### config.mk
export PLATFORM = sky130hd
export DESIGN_NAME = adv7511_init_seq_flat
export DESIGN_NICKNAME = d
export VERILOG_FILES = /design/src/rtl/adv7511_init_seq_if.sv /design/src/rtl/adv7511_init_seq.sv /design/src/flat_wrapper.sv
export SDC_FILE = /design/constraint.sdc
export NUM_CORES = 1
export LEC_CHECK = 0
export ABC_AREA = 1
export CAP_MARGIN = 10
export CORE_ASPECT_RATIO = 2
export CORE_MARGIN = 3
export CORE_UTILIZATION = 55
export DETAILED_ROUTE_END_ITERATION = 7
export GPL_TIMING_DRIVEN = 0
export MAX_ROUTING_LAYER = met4
export PLACE_DENSITY = 0.76
export REMOVE_ABC_BUFFERS = 1
export SYNTH_ARGS = -nofsm -noshare
export SYNTH_HDL_FRONTEND = slang
export SYNTH_SLANG_ARGS = --single-unit
### constraint.sdc
create_clock -name pixel_clk -period 2.69 [get_ports pixel_clk]
set_input_delay 0.538 -clock pixel_clk [delete_from_list [all_inputs] [get_ports pixel_clk]]
set_output_delay 0.538 -clock pixel_clk [all_outputs]
set_load 0.01 [all_outputs]
### src/rtl/adv7511_init_seq_if.sv
// Command/response bundle between the ADV7511 init sequencer and a byte-level I2C master.
// The sequencer is the master: it drives write commands and receives completion pulses.
interface adv7511_init_seq_if;
    logic       cmd_valid;
    logic       cmd_ready;
    logic [6:0] cmd_dev_addr;
    logic [7:0] cmd_reg;
    logic [7:0] cmd_data;
    logic       rsp_valid;
    logic       rsp_nack;

    modport master (
        output cmd_valid, cmd_dev_addr, cmd_reg, cmd_data,
        input  cmd_ready, rsp_valid, rsp_nack
    );

    modport slave (
        input  cmd_valid, cmd_dev_addr, cmd_reg, cmd_data,
        output cmd_ready, rsp_valid, rsp_nack
    );
endinterface

### src/rtl/adv7511_init_seq.sv
// ADV7511 configuration sequencer: debounced hot-plug, power-up wait,
// 12-entry register table over I2C with NACK retry; video_en once fully acked.
module adv7511_init_seq #(
    parameter logic [6:0]  DEV_ADDR         = 7'h39,
    parameter int unsigned PWRUP_CYCLES     = 200000,
    parameter int unsigned DEBOUNCE_CYCLES  = 1024,
    parameter int unsigned MAX_RETRIES      = 3,
    parameter int unsigned RETRY_GAP_CYCLES = 1000
) (
    input  logic pixel_clk,
    input  logic rst_n,
    input  logic hpd_raw,
    input  logic restart,
    adv7511_init_seq_if.master bus,
    output logic busy,
    output logic done,
    output logic error,
    output logic video_en
);
    localparam int unsigned TMR_MAX =
        (PWRUP_CYCLES > RETRY_GAP_CYCLES) ? PWRUP_CYCLES : RETRY_GAP_CYCLES;
    localparam int TMR_W = $clog2(TMR_MAX + 1);
    localparam int DEB_W = $clog2(DEBOUNCE_CYCLES + 1);
    localparam int RTY_W = $clog2(MAX_RETRIES + 2);
    localparam logic [3:0] LAST_IDX = 4'd11;

    typedef enum logic [2:0] {
        S_IDLE, S_PWRUP, S_ISSUE, S_WAIT_RSP, S_GAP, S_DONE, S_ERROR
    } state_t;

    function automatic logic [15:0] tbl(input logic [3:0] i);
        case (i)
            4'd0:    tbl = 16'h4110;
            4'd1:    tbl = 16'h9803;
            4'd2:    tbl = 16'h9AE0;
            4'd3:    tbl = 16'h9C30;
            4'd4:    tbl = 16'h9D61;
            4'd5:    tbl = 16'hA2A4;
            4'd6:    tbl = 16'hA3A4;
            4'd7:    tbl = 16'hE0D0;
            4'd8:    tbl = 16'hF900;
            4'd9:    tbl = 16'h1501;
            4'd10:   tbl = 16'h1639;
            4'd11:   tbl = 16'hAF06;
            default: tbl = 16'h0000;
        endcase
    endfunction

    state_t           state_q, state_d;
    logic [3:0]       idx_q, idx_d;
    logic [RTY_W-1:0] rty_q, rty_d;
    logic [TMR_W-1:0] tmr_q, tmr_d;
    logic             abort_q, abort_d;
    logic             hpd_meta_q, hpd_sync_q;
    logic             hpd_stable_q, hpd_stable_d;
    logic [DEB_W-1:0] deb_cnt_q, deb_cnt_d;
    logic             done_q, done_d;
    logic             error_q, error_d;
    logic [15:0]      entry;

    // A sample that disagrees with hpd_stable counts up; agreeing again restarts.
    always_comb begin
        hpd_stable_d = hpd_stable_q;
        deb_cnt_d    = '0;
        if (hpd_sync_q != hpd_stable_q) begin
            if (deb_cnt_q == DEB_W'(DEBOUNCE_CYCLES - 1)) begin
                hpd_stable_d = hpd_sync_q;
            end else begin
                deb_cnt_d = deb_cnt_q + 1'b1;
            end
        end
    end

    always_comb begin
        state_d = state_q;
        idx_d   = idx_q;
        rty_d   = rty_q;
        tmr_d   = tmr_q;
        abort_d = abort_q;
        case (state_q)
            S_IDLE: begin
                abort_d = 1'b0;
                tmr_d   = '0;
                if (hpd_stable_q) state_d = S_PWRUP;
            end
            S_PWRUP: begin
                if (!hpd_stable_q) begin
                    state_d = S_IDLE;
                end else if (tmr_q == TMR_W'(PWRUP_CYCLES - 1)) begin
                    state_d = S_ISSUE;
                    idx_d   = '0;
                    rty_d   = '0;
                    tmr_d   = '0;
                end else begin
                    tmr_d = tmr_q + 1'b1;
                end
            end
            S_ISSUE: begin
                // A command on the bus is always completed, even after HPD loss.
                if (!hpd_stable_q) abort_d = 1'b1;
                if (bus.cmd_ready) state_d = S_WAIT_RSP;
            end
            S_WAIT_RSP: begin
                if (bus.rsp_valid) begin
                    if (abort_q || !hpd_stable_q) begin
                        state_d = S_IDLE;
                    end else if (!bus.rsp_nack) begin
                        if (idx_q == LAST_IDX) begin
                            state_d = S_DONE;
                        end else begin
                            idx_d   = idx_q + 1'b1;
                            rty_d   = '0;
                            state_d = S_ISSUE;
                        end
                    end else if (rty_q == RTY_W'(MAX_RETRIES)) begin
                        state_d = S_ERROR;
                    end else begin
                        rty_d   = rty_q + 1'b1;
                        tmr_d   = '0;
                        state_d = S_GAP;
                    end
                end
            end
            S_GAP: begin
                if (!hpd_stable_q) begin
                    state_d = S_IDLE;
                end else if (tmr_q == TMR_W'(RETRY_GAP_CYCLES - 1)) begin
                    state_d = S_ISSUE;
                    tmr_d   = '0;
                end else begin
                    tmr_d = tmr_q + 1'b1;
                end
            end
            S_DONE, S_ERROR: begin
                if (!hpd_stable_q || restart) state_d = S_IDLE;
            end
            default: state_d = S_IDLE;
        endcase
        done_d  = (state_d == S_DONE);
        error_d = (state_d == S_ERROR);
    end

    always_ff @(posedge pixel_clk or negedge rst_n) begin
        if (!rst_n) begin
            state_q      <= S_IDLE;
            idx_q        <= '0;
            rty_q        <= '0;
            tmr_q        <= '0;
            abort_q      <= 1'b0;
            hpd_meta_q   <= 1'b0;
            hpd_sync_q   <= 1'b0;
            hpd_stable_q <= 1'b0;
            deb_cnt_q    <= '0;
            done_q       <= 1'b0;
            error_q      <= 1'b0;
        end else begin
            state_q      <= state_d;
            idx_q        <= idx_d;
            rty_q        <= rty_d;
            tmr_q        <= tmr_d;
            abort_q      <= abort_d;
            hpd_meta_q   <= hpd_raw;
            hpd_sync_q   <= hpd_meta_q;
            hpd_stable_q <= hpd_stable_d;
            deb_cnt_q    <= deb_cnt_d;
            done_q       <= done_d;
            error_q      <= error_d;
        end
    end

    always_comb begin
        entry = (state_q == S_ISSUE) ? tbl(idx_q) : 16'h0000;
    end

    assign bus.cmd_valid    = (state_q == S_ISSUE);
    assign bus.cmd_dev_addr = DEV_ADDR;
    assign bus.cmd_reg      = entry[15:8];
    assign bus.cmd_data     = entry[7:0];

    assign busy     = (state_q == S_PWRUP) || (state_q == S_ISSUE) ||
                      (state_q == S_WAIT_RSP) || (state_q == S_GAP);
    assign done     = done_q;
    assign video_en = done_q;
    assign error    = error_q;
endmodule
### src/flat_wrapper.sv
// flat-port wrapper written by rule: the top's interface ports become plain ports
module adv7511_init_seq_flat 
#(
    parameter logic [6:0]  DEV_ADDR         = 7'h39,
    parameter int unsigned PWRUP_CYCLES     = 200000,
    parameter int unsigned DEBOUNCE_CYCLES  = 1024,
    parameter int unsigned MAX_RETRIES      = 3,
    parameter int unsigned RETRY_GAP_CYCLES = 1000
)
  (pixel_clk, rst_n, hpd_raw, restart, busy, done, error, video_en, bus_cmd_valid, bus_cmd_dev_addr, bus_cmd_reg, bus_cmd_data, bus_cmd_ready, bus_rsp_valid, bus_rsp_nack);
  adv7511_init_seq_if bus_i ();
  input  logic pixel_clk;
  input  logic rst_n;
  input  logic hpd_raw;
  input  logic restart;
  output logic busy;
  output logic done;
  output logic error;
  output logic video_en;
  output wire logic [$bits(bus_i.cmd_valid)-1:0] bus_cmd_valid;
  output wire logic [$bits(bus_i.cmd_dev_addr)-1:0] bus_cmd_dev_addr;
  output wire logic [$bits(bus_i.cmd_reg)-1:0] bus_cmd_reg;
  output wire logic [$bits(bus_i.cmd_data)-1:0] bus_cmd_data;
  input wire logic [$bits(bus_i.cmd_ready)-1:0] bus_cmd_ready;
  input wire logic [$bits(bus_i.rsp_valid)-1:0] bus_rsp_valid;
  input wire logic [$bits(bus_i.rsp_nack)-1:0] bus_rsp_nack;
  assign bus_cmd_valid = bus_i.cmd_valid;
  assign bus_cmd_dev_addr = bus_i.cmd_dev_addr;
  assign bus_cmd_reg = bus_i.cmd_reg;
  assign bus_cmd_data = bus_i.cmd_data;
  assign bus_i.cmd_ready = bus_cmd_ready;
  assign bus_i.rsp_valid = bus_rsp_valid;
  assign bus_i.rsp_nack = bus_rsp_nack;
  adv7511_init_seq #(.DEV_ADDR(DEV_ADDR), .PWRUP_CYCLES(PWRUP_CYCLES), .DEBOUNCE_CYCLES(DEBOUNCE_CYCLES), .MAX_RETRIES(MAX_RETRIES), .RETRY_GAP_CYCLES(RETRY_GAP_CYCLES)) u_core (.pixel_clk(pixel_clk), .rst_n(rst_n), .hpd_raw(hpd_raw), .restart(restart), .bus(bus_i), .busy(busy), .done(done), .error(error), .video_en(video_en));
endmodule
After elaboration in Yosys (flattened, before gate mapping)
Memories as Yosys holds them, arrays and structs flattened.
Index checks and enable logic that the tools add are counted.
Storage, ports and cells
  flip-flop bits (word level): 45
  ROM bits: 256
  word-level logic and storage cells: 100
  memories: 1
Memories
  (no name shown): depth 16, bits a word 16, rd ports 1, clocked after Yosys merged registers in 0, wr ports 0, line adv7511_init_seq.sv:32  | case (i)
Cells by class
  $add $sub $neg: 4
  equality and inequality tests: 26
  mux-type cells: 42
  reduce and logical (&&, ||, !) cells: 16
Operators with widths (count)
  $mux W18: 8
  $pmux W18 S4: 1
  $mux W3: 18
  $mux W4: 6
  $mux W11: 2
  $reduce_and A7 Y1: 3
  $add A18 B1 Y18 const B: 1
  $eq A18 B10 Y1 const B: 1
  $eq A18 B18 Y1 const B: 1
  $pmux W3 S6: 1
  $mux W16: 1
  $eq A3 B3 Y1 const B: 5
  $ne A2 B2 Y1 const B: 7
  $add A11 B1 Y11 const B: 1
  $eq A11 B10 Y1 const B: 1
  $eq A3 B2 Y1 const B: 3
  $pmux W4 S2: 1
  $ne A2 B1 Y1 const B: 3
  $ne A3 B3 Y1 const B: 2
  $pmux W3 S2: 1
  $logic_or A1 B1 Y1: 5
  $add A4 B1 Y4 const B: 1
  $eq A4 B4 Y1 const B: 1
  $reduce_and A2 Y1: 2
  other kinds (11): 12

Depth between registers and ports, before layout
  depth in word-level cells: 7
  mapped depth: 11
  depth with buffers taken out: 10

Least setup slack after synthesis
Ideal clock, no wire load.
  path kind: flip-flop to output port
  start point: register u_core.state_q[1]
  end point: output port bus_cmd_reg[6]
  data arrival time: 1.433 ns
  data required time: 2.152 ns
  path slack: 0.719 ns
  cell stages (with the launch flop): 7
  path buffers: 0
  cell sequence: dfrtp_1 inv_1 nor2_1 inv_1 nor2_2 nand2_1 o21ai_0
Between the ends
  cells in the longest elaborated chain, start to end: 2
RTL lines
  start, declared: line adv7511_init_seq.sv:49  | state_t state_q, state_d;
  start signal, assigned: line adv7511_init_seq.sv:157  | state_q <= state_d;
  $eq A3 B2 Y1
  net bus_cmd_valid: line flat_wrapper.sv:20  | output wire logic [$bits(bus_i.cmd_valid)-1:0] bus_cmd_valid;
  $mux W16: line adv7511_init_seq.sv:172  | entry = (state_q == S_ISSUE) ? tbl(idx_q) : 16'h0000;
  end, declared: line flat_wrapper.sv:22  | output wire logic [$bits(bus_i.cmd_reg)-1:0] bus_cmd_reg;
The timed path passes the listed nets, and every way through them passes these cells.

Worst setup path after layout
  start point: register u_core.state_q[1]
  end point: output port bus_cmd_data[7]
Between the ends
  cells in the longest elaborated chain, start to end: 2
RTL lines
  $eq A3 B2 Y1: line adv7511_init_seq.sv:172
  $mux W16: line adv7511_init_seq.sv:172
  end, declared: line flat_wrapper.sv:23  | output wire logic [$bits(bus_i.cmd_data)-1:0] bus_cmd_data;
Every way passes these cells.

==> metrics.yaml <==
status: "finished, final reports clean"
fin_crit_ns: 2.62
multi_input_area_sq_um: 1820
numCtsBuffers: 5
worstSetupPathType: "flop to primary output"
nets: 524
htreeDepth: 2
syn_avg_cell_area_sq_um: 6.86
fin_tns_setup_ns: 0
rr_startpoint: "u_core.state_q[2]$_DFF_PN0_"
most-common-layout-cells: "122 x nand2_1, 63 x nor2_1, 51 x inv_1"
path_max_fanout: 8
clk_latency_ns: 0.31
start_util_pct: 58.1
grt_pass1_wl_microns: 14100
gr-usage-all-layers_pct: 27.8
cts.sinks: 45
gp_congestion: 0.957
setup_viol: 0
synth_area_sq_um: 3230
viasPerCell: 5.65
wl_per_cell_microns: 15.2
fp.coreArea_sq_um: 5560
ctsRootBufferMaster: "clkbuf_8"
critPathArrivalTime_ns: 2.08
antenna_found_initial: 0
leakage_nw: 1.83
rsz0062_at_grt: "yes"
dp_hpwl_microns: 6410
critPathLaunch: "u_core.state_q[1]$_DFF_PN0_"
initialDrtViolationCount: 149
io_buffers: 27
dieWidth_microns: 60.2
layout-drive-gt1-share_pct: 10.9
slew_violations: 0
max_slew_margin_pct: 66.0
dr.pass1.iters: 4
worst_slew_pin_slew_ns: 0.509
seqCellArea_sq_um: 1130
hp-class: "input pin to async pin"
final_common_cell: "nand2_1"
min_period_over_period_pct: 97.5
ios: 35
grt_pass1_vias: 3217
worstPathCellList: "inv_1 -> nor2_4 -> inv_1 -> nor2_4 -> nand2_2 -> a21oi_1 -> clkdlybuf4s50_1"
ir_drop_mv: 0.396
drv_cap: 0
dieArea_sq_um: 6890
ys_warn_count: 0
p_per_area_nw_per_um2: 341
max-clock-path-buffers: 2
crit_path_top_delay_cell: "clkdlybuf4s50_1"
synth.distinct_cells: 38
ant_nets: 0
cp-start-kind: "flop"
syn_inst: 471
clk_pin_slew_ns: 0.09
final.setup_skew_ns: 0.00804
synth_seq_area_share_pct: 34.8
nFillCells: 519
routed_wirelength_microns: 8630
hold_viol_final: 0
stdcell_area_sq_um: 3740
die_y_microns: 114
cts_tree: "built"
rows: 38
antennaDiodeCount: 0
drc: 0
cp-end-kind: "primary output"
grt_overflow: 0
post_dp_cell_area_sq_um: 3490
holdWs_ns: 0.104
synth_seq_cells: 45
area_growth_pct: 15.6
fin_util_pct: 67.2
required_ns: 2.15
timing.fmax_ghz: 0.381
critPathMaxStageDelay_ns: 0.55
setup_ws_ns: 0.0682
grt_max_degree: 34
dp_slack_ns: 0.0385
vias: 3198
layout make-up:
cell class,count,share of cell area [%]
Clock inverter,3,1.27
Sequential cell,45,30.3
Timing Repair Buffer,39,10.1
Multi-Input combinational cell,356,48.6
Tap cell,60,2.01
Inverter,58,5.93
Clock buffer,5,1.84
timing repair:
action	4_1_cts	5_1_grt
endpoints found under the hold margin	0	0
setup endpoints to repair	17	11
resized for setup	17	11
cloned	0	0
setup buffers	6	5
hold buffers	0	0
pin swaps	2	3
routing by layer:
layer	up-vias	wire length, microns	global-route usage [%]
li1	1572	-	-
met1	1454	2930	25.1
met2	128	4780	50.7
met3	44	384	4.06
met4	0	531	17.5
met5	-	0	-
metrics by stage:
| step | std cells | total power [W] |
|---|---|---|
| final | 566 | 0.00128 |
| after global routing | 566 | 0.00132 |
| after CTS | 561 | 0.00129 |
| after detailed placement | 547 | 0.000745 |
| after global placement | 546 | 0.000740 |
| after floorplan | 459 | 0.000714 |
critical path: cells and delay by family, from the launching register on:
kind	cells	cell delay, ns
AO/OA/AOI/OAI	1	0.15
buffers and inverters	3	0.76
flip-flops	1	0.38
AND/OR/NAND/NOR	3	0.48
registers in the layout (all words and copies together), names as in the netlist:
register / flops
u_core.hpd_meta_q: 1
u_core.hpd_sync_q: 1
u_core.idx_q: 4
u_core.error: 1
u_core.deb_cnt_q: 11
u_core.tmr_q: 18
u_core.state_q: 3
u_core.rty_q: 3
u_core.done: 1
u_core.abort_q: 1
u_core.hpd_stable_q: 1
synth_stat cells:
library cell,n,area (sq um)
nand3_4,1,17.5
o22ai_1,3,18.8
nand3_2,2,20.0
a211oi_1,1,7.51
nor3b_1,1,7.51
clkinv_1,1,3.75
nand3_1,39,195
nor3_1,12,60.1
o211ai_1,4,30.0
inv_1,53,199
nor2_2,5,31.3
clkbuf_1,1,3.75
o21ai_0,19,95.1
o21ai_1,4,20.0
a21boi_1,1,7.51
o211ai_2,1,12.5
inv_2,4,15.0
or2_1,1,6.26
nor2_1,64,240
a22oi_1,1,7.51
a21oi_1,15,75.1
xnor2_1,2,17.5
conb_1,2,7.51
a31oi_1,1,6.26
ha_1,12,150
or2_2,2,12.5
buf_2,4,20.0
buf_6,2,22.5
nor2_4,3,33.8
nand4_1,15,93.8
nand2_2,4,25.0
nor4_1,2,12.5
nand2_1,123,462
buf_4,10,75.1
dfrtp_1,45,1130
o21ai_2,1,8.76
xor2_1,9,78.8
o21bai_1,1,7.51
cell families after synthesis:
logic type | after synthesis | synth area share (%)
and+or+nand+nor | 274 | 37.7
buffers and inverters | 75 | 10.5
AOI/OAI and AO/OA | 52 | 9.17
DFF | 45 | 34.8
adders and majority gates | 12 | 4.64
xor gates and xnor gates | 11 | 2.98
other | 2 | 0.232
path summary, 6_finish.rpt:
| kind | slack [ns] | cells after the start | end |
|---|---|---|---|
| worst max-delay path | 0.07 | 7 | bus_cmd_data[7] |
| min in group pixel_clk | 0.36 | 0 | u_core.hpd_sync_q$_DFF_PN0_ |
| worst max register to register | 0.39 | 9 | u_core.tmr_q[3]$_DFFE_PN0P_ |
| max in group asynchronous | 2.07 | 2 | u_core.idx_q[0]$_DFFE_PN0P_ |
| worst min register to register | 0.36 | 0 | u_core.hpd_sync_q$_DFF_PN0_ |
| worst min-delay path | 0.10 | 1 | u_core.tmr_q[9]$_DFFE_PN0P_ |
power breakdown:
part / leakage (nW) / switching [W] / internal, W
combinational: 1.15 / 0.0000296 / 0.0000152
sequential: 0.615 / 0.00000418 / 0.000681
clock: 0.0591 / 0.000262 / 0.000284
No activity file was read; power rests on OpenSTA's default activity.
